===== src/rtl/pwm_pkg.sv =====
// Shared types and helpers for the multi-channel PWM generator.
package pwm_pkg;

  typedef enum logic {
    PWM_EDGE   = 1'b0,
    PWM_CENTER = 1'b1
  } pwm_mode_e;

  localparam logic DIR_UP   = 1'b0;
  localparam logic DIR_DOWN = 1'b1;

  // LSB position of channel ch's duty field in the packed duty bus.
  function automatic int unsigned duty_lsb(input int unsigned ch, input int unsigned width);
    return ch * width;
  endfunction

endpackage


===== src/rtl/pwm_cmp.sv =====
// One PWM channel: compare against the shared counter, apply polarity, register.
module pwm_cmp #(
  parameter int unsigned CNT_WIDTH = 8
) (
  input  logic                 clk,
  input  logic                 srst,
  input  logic                 en,
  input  logic [CNT_WIDTH-1:0] cnt_i,
  input  logic [CNT_WIDTH-1:0] duty_i,
  input  logic                 pol_i,
  output logic                 pwm_o
);

  logic pwm_q;
  logic pwm_d;

  always_comb begin
    pwm_d = (cnt_i < duty_i) ^ pol_i;
  end

  always_ff @(posedge clk) begin
    if (srst) begin
      pwm_q <= 1'b0;
    end else if (en) begin
      pwm_q <= pwm_d;
    end
  end

  assign pwm_o = pwm_q;

endmodule


===== src/rtl/pwm_multi.sv =====
// Multi-channel PWM: staging/shadow config, shared edge/center counter,
// boundary-aligned transfer, and per-channel comparators.
module pwm_multi
  import pwm_pkg::*;
#(
  parameter int unsigned CNT_WIDTH = 8,
  parameter int unsigned NUM_CH    = 4
) (
  input  logic                          clk,
  input  logic                          srst,
  input  logic                          en,
  input  logic [CNT_WIDTH-1:0]          period,
  input  logic                          center,
  input  logic [NUM_CH*CNT_WIDTH-1:0]   duty,
  input  logic [NUM_CH-1:0]             pol,
  input  logic                          load,
  output logic                          load_ack,
  output logic                          cycle_start,
  output logic [NUM_CH-1:0]             pwm_o
);

  typedef logic [CNT_WIDTH-1:0] cnt_t;
  localparam cnt_t ONE = cnt_t'(1);

  cnt_t                        period_s_q;
  pwm_mode_e                   mode_s_q;
  logic [NUM_CH*CNT_WIDTH-1:0] duty_s_q;
  logic [NUM_CH-1:0]           pol_s_q;

  cnt_t                        period_l_q;
  pwm_mode_e                   mode_l_q;
  logic [NUM_CH*CNT_WIDTH-1:0] duty_l_q;
  logic [NUM_CH-1:0]           pol_l_q;

  logic pending_q;
  logic ack_arm_q;
  logic load_ack_q;
  logic cycle_start_q;

  cnt_t cnt_q, cnt_d;
  logic dir_q, dir_d;

  logic boundary;
  logic cnt_zero;
  logic transfer;

  assign transfer = boundary & pending_q;

  always_ff @(posedge clk) begin
    if (srst) begin
      period_s_q <= '0;
      mode_s_q   <= PWM_EDGE;
      duty_s_q   <= '0;
      pol_s_q    <= '0;
    end else if (load) begin
      period_s_q <= period;
      mode_s_q   <= center ? PWM_CENTER : PWM_EDGE;
      duty_s_q   <= duty;
      pol_s_q    <= pol;
    end
  end

  // A load coinciding with a transfer keeps pending set so it lands next boundary.
  always_ff @(posedge clk) begin
    if (srst) begin
      pending_q <= 1'b0;
    end else if (load) begin
      pending_q <= 1'b1;
    end else if (transfer) begin
      pending_q <= 1'b0;
    end
  end

  always_ff @(posedge clk) begin
    if (srst) begin
      period_l_q <= '0;
      mode_l_q   <= PWM_EDGE;
      duty_l_q   <= '0;
      pol_l_q    <= '0;
    end else if (transfer) begin
      period_l_q <= period_s_q;
      mode_l_q   <= mode_s_q;
      duty_l_q   <= duty_s_q;
      pol_l_q    <= pol_s_q;
    end
  end

  always_ff @(posedge clk) begin
    if (srst) begin
      cnt_q <= '0;
      dir_q <= DIR_UP;
    end else begin
      cnt_q <= cnt_d;
      dir_q <= dir_d;
    end
  end

  always_comb begin
    cnt_d = cnt_q;
    dir_d = dir_q;
    if (en) begin
      if (boundary) begin
        cnt_d = '0;
        dir_d = DIR_UP;
      end else if (mode_l_q == PWM_EDGE) begin
        cnt_d = cnt_q + ONE;
      end else if (dir_q == DIR_UP) begin
        if (cnt_q == period_l_q) begin
          cnt_d = cnt_q - ONE;
          dir_d = DIR_DOWN;
        end else begin
          cnt_d = cnt_q + ONE;
        end
      end else begin
        cnt_d = cnt_q - ONE;
      end
    end
  end

  always_comb begin
    boundary = 1'b0;
    cnt_zero = (cnt_q == '0);
    if (en) begin
      if (period_l_q == '0) begin
        boundary = 1'b1;
      end else if (mode_l_q == PWM_EDGE) begin
        boundary = (cnt_q == period_l_q);
      end else begin
        boundary = (cnt_q == ONE) && ((dir_q == DIR_DOWN) || (period_l_q == ONE));
      end
    end
  end

  // The ack waits for the first enabled cnt==0 cycle on the new shadow values,
  // so it lines up with that cycle's cycle_start even if en drops in between.
  always_ff @(posedge clk) begin
    if (srst) begin
      ack_arm_q     <= 1'b0;
      load_ack_q    <= 1'b0;
      cycle_start_q <= 1'b0;
    end else begin
      cycle_start_q <= en & cnt_zero;
      load_ack_q    <= en & cnt_zero & ack_arm_q;
      if (transfer) begin
        ack_arm_q <= 1'b1;
      end else if (en && cnt_zero) begin
        ack_arm_q <= 1'b0;
      end
    end
  end

  assign load_ack    = load_ack_q;
  assign cycle_start = cycle_start_q;

  for (genvar i = 0; i < NUM_CH; i++) begin : g_ch
    pwm_cmp #(
      .CNT_WIDTH(CNT_WIDTH)
    ) u_cmp (
      .clk   (clk),
      .srst  (srst),
      .en    (en),
      .cnt_i (cnt_q),
      .duty_i(duty_l_q[duty_lsb(i, CNT_WIDTH) +: CNT_WIDTH]),
      .pol_i (pol_l_q[i]),
      .pwm_o (pwm_o[i])
    );
  end

endmodule


===== config.mk =====
export PLATFORM = sky130hd
export DESIGN_NAME = pwm_multi
export DESIGN_NICKNAME = d
export VERILOG_FILES = /design/src/rtl/pwm_pkg.sv /design/src/rtl/pwm_cmp.sv /design/src/rtl/pwm_multi.sv
export SDC_FILE = /design/constraint.sdc
export NUM_CORES = 1
export LEC_CHECK = 0
export BUFFER_PORTS_ARGS = -buffer_cell sky130_fd_sc_hd__buf_2
export CAP_MARGIN = 10
export CORE_MARGIN = 3
export CORE_UTILIZATION = 55
export CTS_BUF_LIST = sky130_fd_sc_hd__clkbuf_8
export DETAILED_ROUTE_END_ITERATION = 8
export GPL_ROUTABILITY_DRIVEN = 0
export PLACE_DENSITY = 0.79
export SETUP_SLACK_MARGIN = 0.4
export SYNTH_ARGS = -nofsm -noshare
export SYNTH_HDL_FRONTEND = slang
export SYNTH_SLANG_ARGS = --single-unit

===== constraint.sdc =====
create_clock -name clk -period 2.2 [get_ports clk]
set_input_delay 0.22 -clock clk [delete_from_list [all_inputs] [get_ports clk]]
set_output_delay 0.22 -clock clk [all_outputs]
set_load 0.02 [all_outputs]

# After elaboration in Yosys (flattened, before gate mapping)
# Cells that the tools add are included.
# totals
regBits,107
# classes
addsub,2
order_cmp,4
n_eq_ne,3
muxes,16
n_bitwise,7
reduce_logical,9
# op_table
op,count
$lt A8 B8 Y1,4
$mux W8,4
$eq A8 B1 Y1 const B,2
$logic_not A8 Y1,2
$mux W1,12
$add A8 B1 Y8 const B,1
$eq A8 B8 Y1,1
$sub A8 B1 Y8 const B,1
$reduce_bool A2 Y1,3
$xor A1 B1 Y1,4
$and A1 B1 Y1,3
$logic_and A1 B1 Y1,2
$reduce_and A2 Y1,1
$logic_or A1 B1 Y1,1

# Logic depth before layout (Yosys ltp)
# depth
word_depth,9
mapped_depth,11
mapped_depth_nobuf,8

# By module
# A second synthesis with hierarchy kept.
# unflattened
cells_unflattened,599
area_unflattened_um2,5126.2
# by_module_without_submodules
mod,n_inst,cells_each,area_each_um2
pwm_multi,1,459,4110.2
pwm_cmp,4,35,254.0

# Worst setup path before layout
# No wires, ideal clock.
# synth_timing
path_type,register -> register
startpoint,reg cnt_q[2]
endpoint,reg mode_l_q
setup_time_ns,0.128
t_arrival_ns,2.220
t_required_ns,2.072
path_slack_ns,-0.147
stages_incl_launch_ff,10
n_path_buf,3
cell_sequence,dfxtp_1 -> buf_6 -> or4_4 -> or4_4 -> o22ai_2 -> o211ai_2 -> buf_6 -> buf_12 -> mux2i_1 -> nor2_1
# synth_between
elab_chain_len,6
word_cells_on_any_way,7
classes_between,eq/ne (2); mux (3); bitwise (1); reduce/logical (1)
# synth_rtl
element,line_no,source
from (decl),pwm_multi.sv:40,"cnt_t cnt_q, cnt_d;"
from (signal assigned),pwm_multi.sv:93,cnt_q <= cnt_d;
$eq A8 B1 Y1,pwm_multi.sv:129,boundary = (cnt_q == ONE) && ((dir_q == DIR_DOWN) || (period_l_q == ONE));
$logic_and A1 B1 Y1,pwm_multi.sv:129,
$mux W1 *,pwm_multi.sv:126,end else if (mode_l_q == PWM_EDGE) begin
$mux W1 *,pwm_multi.sv:124,if (period_l_q == '0) begin
$mux W1 *,pwm_multi.sv:123,if (en) begin
$and A1 B1 Y1 *,pwm_multi.sv:47,assign transfer = boundary & pending_q;
to (signal assigned),pwm_multi.sv:82,mode_l_q <= mode_s_q;
to (decl),pwm_multi.sv:31,pwm_mode_e mode_l_q;
# Mark *: on every way between the ends. The rest lies on a longest branch, timed or not.
# A chain may end at the register's enable or synchronous reset.

# Final worst setup path
# layout_timing
startpoint,reg cnt_q[3]
endpoint,reg pol_l_q[0]
# layout_between
elab_chain_len,6
word_cells_on_any_way,7
classes_between,eq/ne (2); mux (3); bitwise (1); reduce/logical (1)
# layout_rtl
element,line_no,source
$eq A8 B1 Y1,pwm_multi.sv:129,
$logic_and A1 B1 Y1,pwm_multi.sv:129,
$mux W1 *,pwm_multi.sv:126,
$mux W1 *,pwm_multi.sv:124,
$mux W1 *,pwm_multi.sv:123,
$and A1 B1 Y1 *,pwm_multi.sv:47,
to (signal assigned),pwm_multi.sv:84,pol_l_q <= pol_s_q;
to (decl),pwm_multi.sv:33,logic [NUM_CH-1:0] pol_l_q;
# Marked as above.

==> out/summary.log <==
[global_route] vias in the first global route 3,959
[place] number of buffers added on ports 54
[floorplanning] Die Outline Area 0.0104 mm²
[timing] post-layout minimum cycle time 2.22 ns
[power_and_ir_drop] total power divided by cell area 635 mW/mm²
[place] total instance count after detailed placement 685
[yosys] share of flip-flops with an asynchronous set or reset after synthesis 0%
[clock_tree] total clock sinks 107
[place] detailed placement HPWL 7210 µm
[power_and_ir_drop] Clock Power Share 32.3%
[timing] Fin Clk Skew 0.00814 ns
[worst_hold_path] Hold Crit Class in -> reg
[status] outcome finished, violations left
[timing] Highest Clock Rate 451 MHz
[critical_path] arrival time at the worst endpoint 2.48 ns
[floorplanning] starting density of the core 57.3%
[critical_path] worst-case reg-to-reg path depth 7
[global_route] overall overflow remaining after global route 0
[floorplanning] Core Area 0.00885 mm²
[worst_hold_path] Worst Hold Depth 3
[power_and_ir_drop] Worst VDD drop 0.000361 V
[critical_path] r2r setup slk -0.02 ns
[yosys] synthesized net count 619
[power_and_ir_drop] proportion of total power due to net switching 26.6%
[status] violated checks negative setup slack
[critical_path] reg-to-reg startpoint cnt_q[3]
[timing] Pins Over Slew Limit 0
[route] routed length on met3 780 µm
[route] Detail Route met2 WL 5460 µm
[route] count of antenna-violating nets left after detailed routing 0
[cells_and_area] non-filler instance count after layout 708
[global_route] first-pass GRT wire length 18,600 µm
[yosys] total of flip-flops plus latches after synthesis 107
[power_and_ir_drop] net switching power of the design 0.00101 W
[cells_and_area] Design Area, Final 0.00597 mm²
[critical_path] kind of critical path reg -> reg
[global_route] GRT Util Overall 22.6%
[yosys] Synth area leader dfxtp_1
[global_route] largest net degree at the start of global routing 71
[clock_tree] H-tree level count 3
[timing] number of failing hold endpoints at the final stage 0
[timing] Sum Neg Setup Slack -0.0809 ns
[clock_tree] clk_lat worst skew 0.37 ns
[cells_and_area] layout-stage area growth over the synthesis result 17.8%
[global_route] number of antenna violations at the first check in global routing 0
[critical_path] CP Capture Type flop
[timing] period utilization 101%
[timing] tightest hold margin 0.0753 ns
[floorplanning] I/O pin count 55
[route] wl on met1 4880 µm
[cells_and_area] post-layout net count 676
[route] Initial DRT Pass Iterations 5
[job] reported max-cap violation count 0
[timing] worst-case headroom to the max-slew limit 63.0%
[power_and_ir_drop] Comb power frac 13.3%
[yosys] Post-Syn Area 0.00507 mm²
[yosys] library cells used by synthesis 46
[power_and_ir_drop] internal power contribution 0.00279 W
[critical_path] kind of launch point of the worst setup path flop
[place] Post-DP Area 0.00548 mm²
[critical_path] Critical Path Fanout Max 17
[floorplanning] Chip Height 102 µm
[cells_and_area] fraction of layout cells with a size suffix above 1 22.8%
[power_and_ir_drop] LEAKAGE 2.74 nW
[critical_path] termination of the worst setup path pol_l_q[0]
[critical_path] critical path data required time 2.47 ns
[timing] RSZ-0062 raised after global routing true
[clock_tree] Clock Root Buffer clkbuf_8
[yosys] cell count after synthesis 538
[yosys] number of enable-type register cells in the synthesized netlist 0
[timing] final worst setup slack -0.0172 ns
[route] wire per inst 16.4 µm
[clock_tree] cts bufs inserted 9
[route] Remaining DRCs 0
[yosys] ys flop type dfxtp_1
[route] routed via count divided by cell count 5.72
[route] via count 4,053
[yosys] Avg Synthesized Cell Area 9.43 µm²
[route] uppermost routed layer met4
[cells_and_area] count of antenna diodes in the layout 0
[critical_path] end of the worst register-to-register path pol_l_q[0]
[floorplanning] die boundary width 102 µm
[yosys] most frequent cell after synthesis nor2_1
[route] initial detailed-routing violation count 265
[clock_tree] TritonCTS clock tree yes
[critical_path] Crit. Startpoint cnt_q[3]
[route] final wirelength 11,600 µm
[yosys] Seq/Total Area, Yosys 42.2%
[clock_tree] clock transition at the registers of the reported paths 0.10 ns
[clock_tree] Clock Tree Buf Depth 2
[clock_tree] Hold-fix buffers, CTS 0
[yosys] fraction of post-synthesis cell area in the top cell type by area 42.2%
[power_and_ir_drop] Seq pwr share 54.4%
[yosys] count of synthesis-stage warnings from yosys 0
[yosys] top cells by area, synth dfxtp_1 (42%), mux2i_1 (18%), nor2_1 (8.2%), ha_1 (7.9%), inv_1 (2.5%)
[floorplanning] site row count 34
[timing] count of endpoints failing setup in the final report 11
[timing] Worst Tran Pin Value 0.555 ns
[yosys] most common library cells after synthesis nor2_1 (111), dfxtp_1 (107), mux2i_1 (91), inv_1 (34), ha_1 (32)
## registers in the layout, summed over array words and instances (netlist names), 4 cells and up
| name | count |
|---|---|
| duty_l_q | 32 |
| g_ch.u_cmp.pwm_o | 4 |
| period_l_q | 8 |
| period_s_q | 8 |
| cnt_q | 8 |
| duty_s_q | 32 |
| pol_l_q | 4 |
| pol_s_q | 4 |
## how the worst min path moves through the flow
| stage | start | endpoint | slack [ns] |
|---|---|---|---|
| after floorplan | duty[0] | duty_s_q[0] | 0.37 |
| after global placement | ack_arm_q | load_ack | 0.44 |
| after detailed placement | ack_arm_q | load_ack | 0.44 |
| after CTS | duty[4] | duty_s_q[4] | 0.06 |
| after global routing | duty[0] | duty_s_q[0] | 0.07 |
| final | duty[12] | duty_s_q[12] | 0.08 |
## cell type report
| cell class | count | area, µm² |
|---|---|---|
| Timing Repair Buffer | 81 | 583 |
| Multi-Input combinational cell | 362 | 2780 |
| Inverter | 34 | 128 |
| Tap cell | 108 | 135 |
| Clock inverter | 7 | 73.8 |
| Fill cell | 644 | 2870 |
| Sequential cell | 107 | 2150 |
| Clock buffer | 9 | 124 |
## worst max-delay path, stage by stage (launching register included)
cell and delay, ns:
dfxtp_2 0.33, or4_4 0.54, or4_4 0.44, o22ai_4 0.18
o211ai_4 0.14, clkbuf_16 0.24, mux2i_1 0.17, nor2_1 0.06
## cells by family (layout without fill, tap and decap cells)
logic type,after synthesis,after routing,synth area share (%)
compound gates,50,50,6.91
xor+xnor,11,11,1.90
fa+ha+maj,32,32,7.90
buf+inv,69,131,7.08
flops,107,107,42.2
mux,91,91,18.0
simple gates,178,178,16.0
## through the flow
stage	worst slack, ns	util [%]	power [W]
6_report	-0.0172	67.5	0.00379
5_1_grt	-0.0631	67.5	0.00396
4_1_cts	-0.000763	66.5	0.00379
3_5_place_dp	0.0208	62.0	0.00257
3_3_place_gp	0.0884	62.0	0.00255
2_1_floorplan	-0.0741	-	0.00245
## power groups by stage
stage               Clock, W  Sequential, W  Combinational (W)
global route         0.00134        0.00207           0.000551
global placement           0        0.00211           0.000441
detailed placement         0        0.00211           0.000459
finish               0.00123        0.00206           0.000504
floorplan                  0        0.00209           0.000352
CTS                  0.00124        0.00206           0.000480
## repair_timing
| item | CTS | global route |
|---|---|---|
| gates cloned | 0 | 1 |
| hold endpoints to repair | 0 | 0 |
| resized for setup | 33 | 13 |
| setup buffers | 5 | 1 |
| endpoints found under the setup margin | 59 | 60 |
| pin swaps | 24 | 7 |
## routing by layer
metal | vias up | GRT usage (%)
met4 | 0 | 11.2
met5 | - | 0
met2 | 171 | 36.9
met1 | 1874 | 28.5
li1 | 1956 | -
met3 | 52 | 4.64
## cells in the final DEF, fill, tap and decap left out, types with 3 or more instances in the layout
cell type  count
inv_1         35
xnor2_1       10
dfxtp_2        6
nand3_1        5
clkbuf_8       9
nor3_2         3
o31a_1         3
nand4_1       10
nand2_1        9
or3_1          3
buf_4         14
inv_6          3
o21ai_1        5
ha_2           3
nor3_1        13
a211oi_2       6
buf_12         5
nor2_1       109
buf_2         54
a311oi_1       4
and4_1         3
a21oi_1        5
o21a_1         3
dfxtp_1      100
mux2i_1       90
nand2b_1       6
ha_1          22
o21ai_0        6
buf_6          6
nor4_1         4
ha_4           7
No activity file was read; power rests on OpenSTA's default activity.
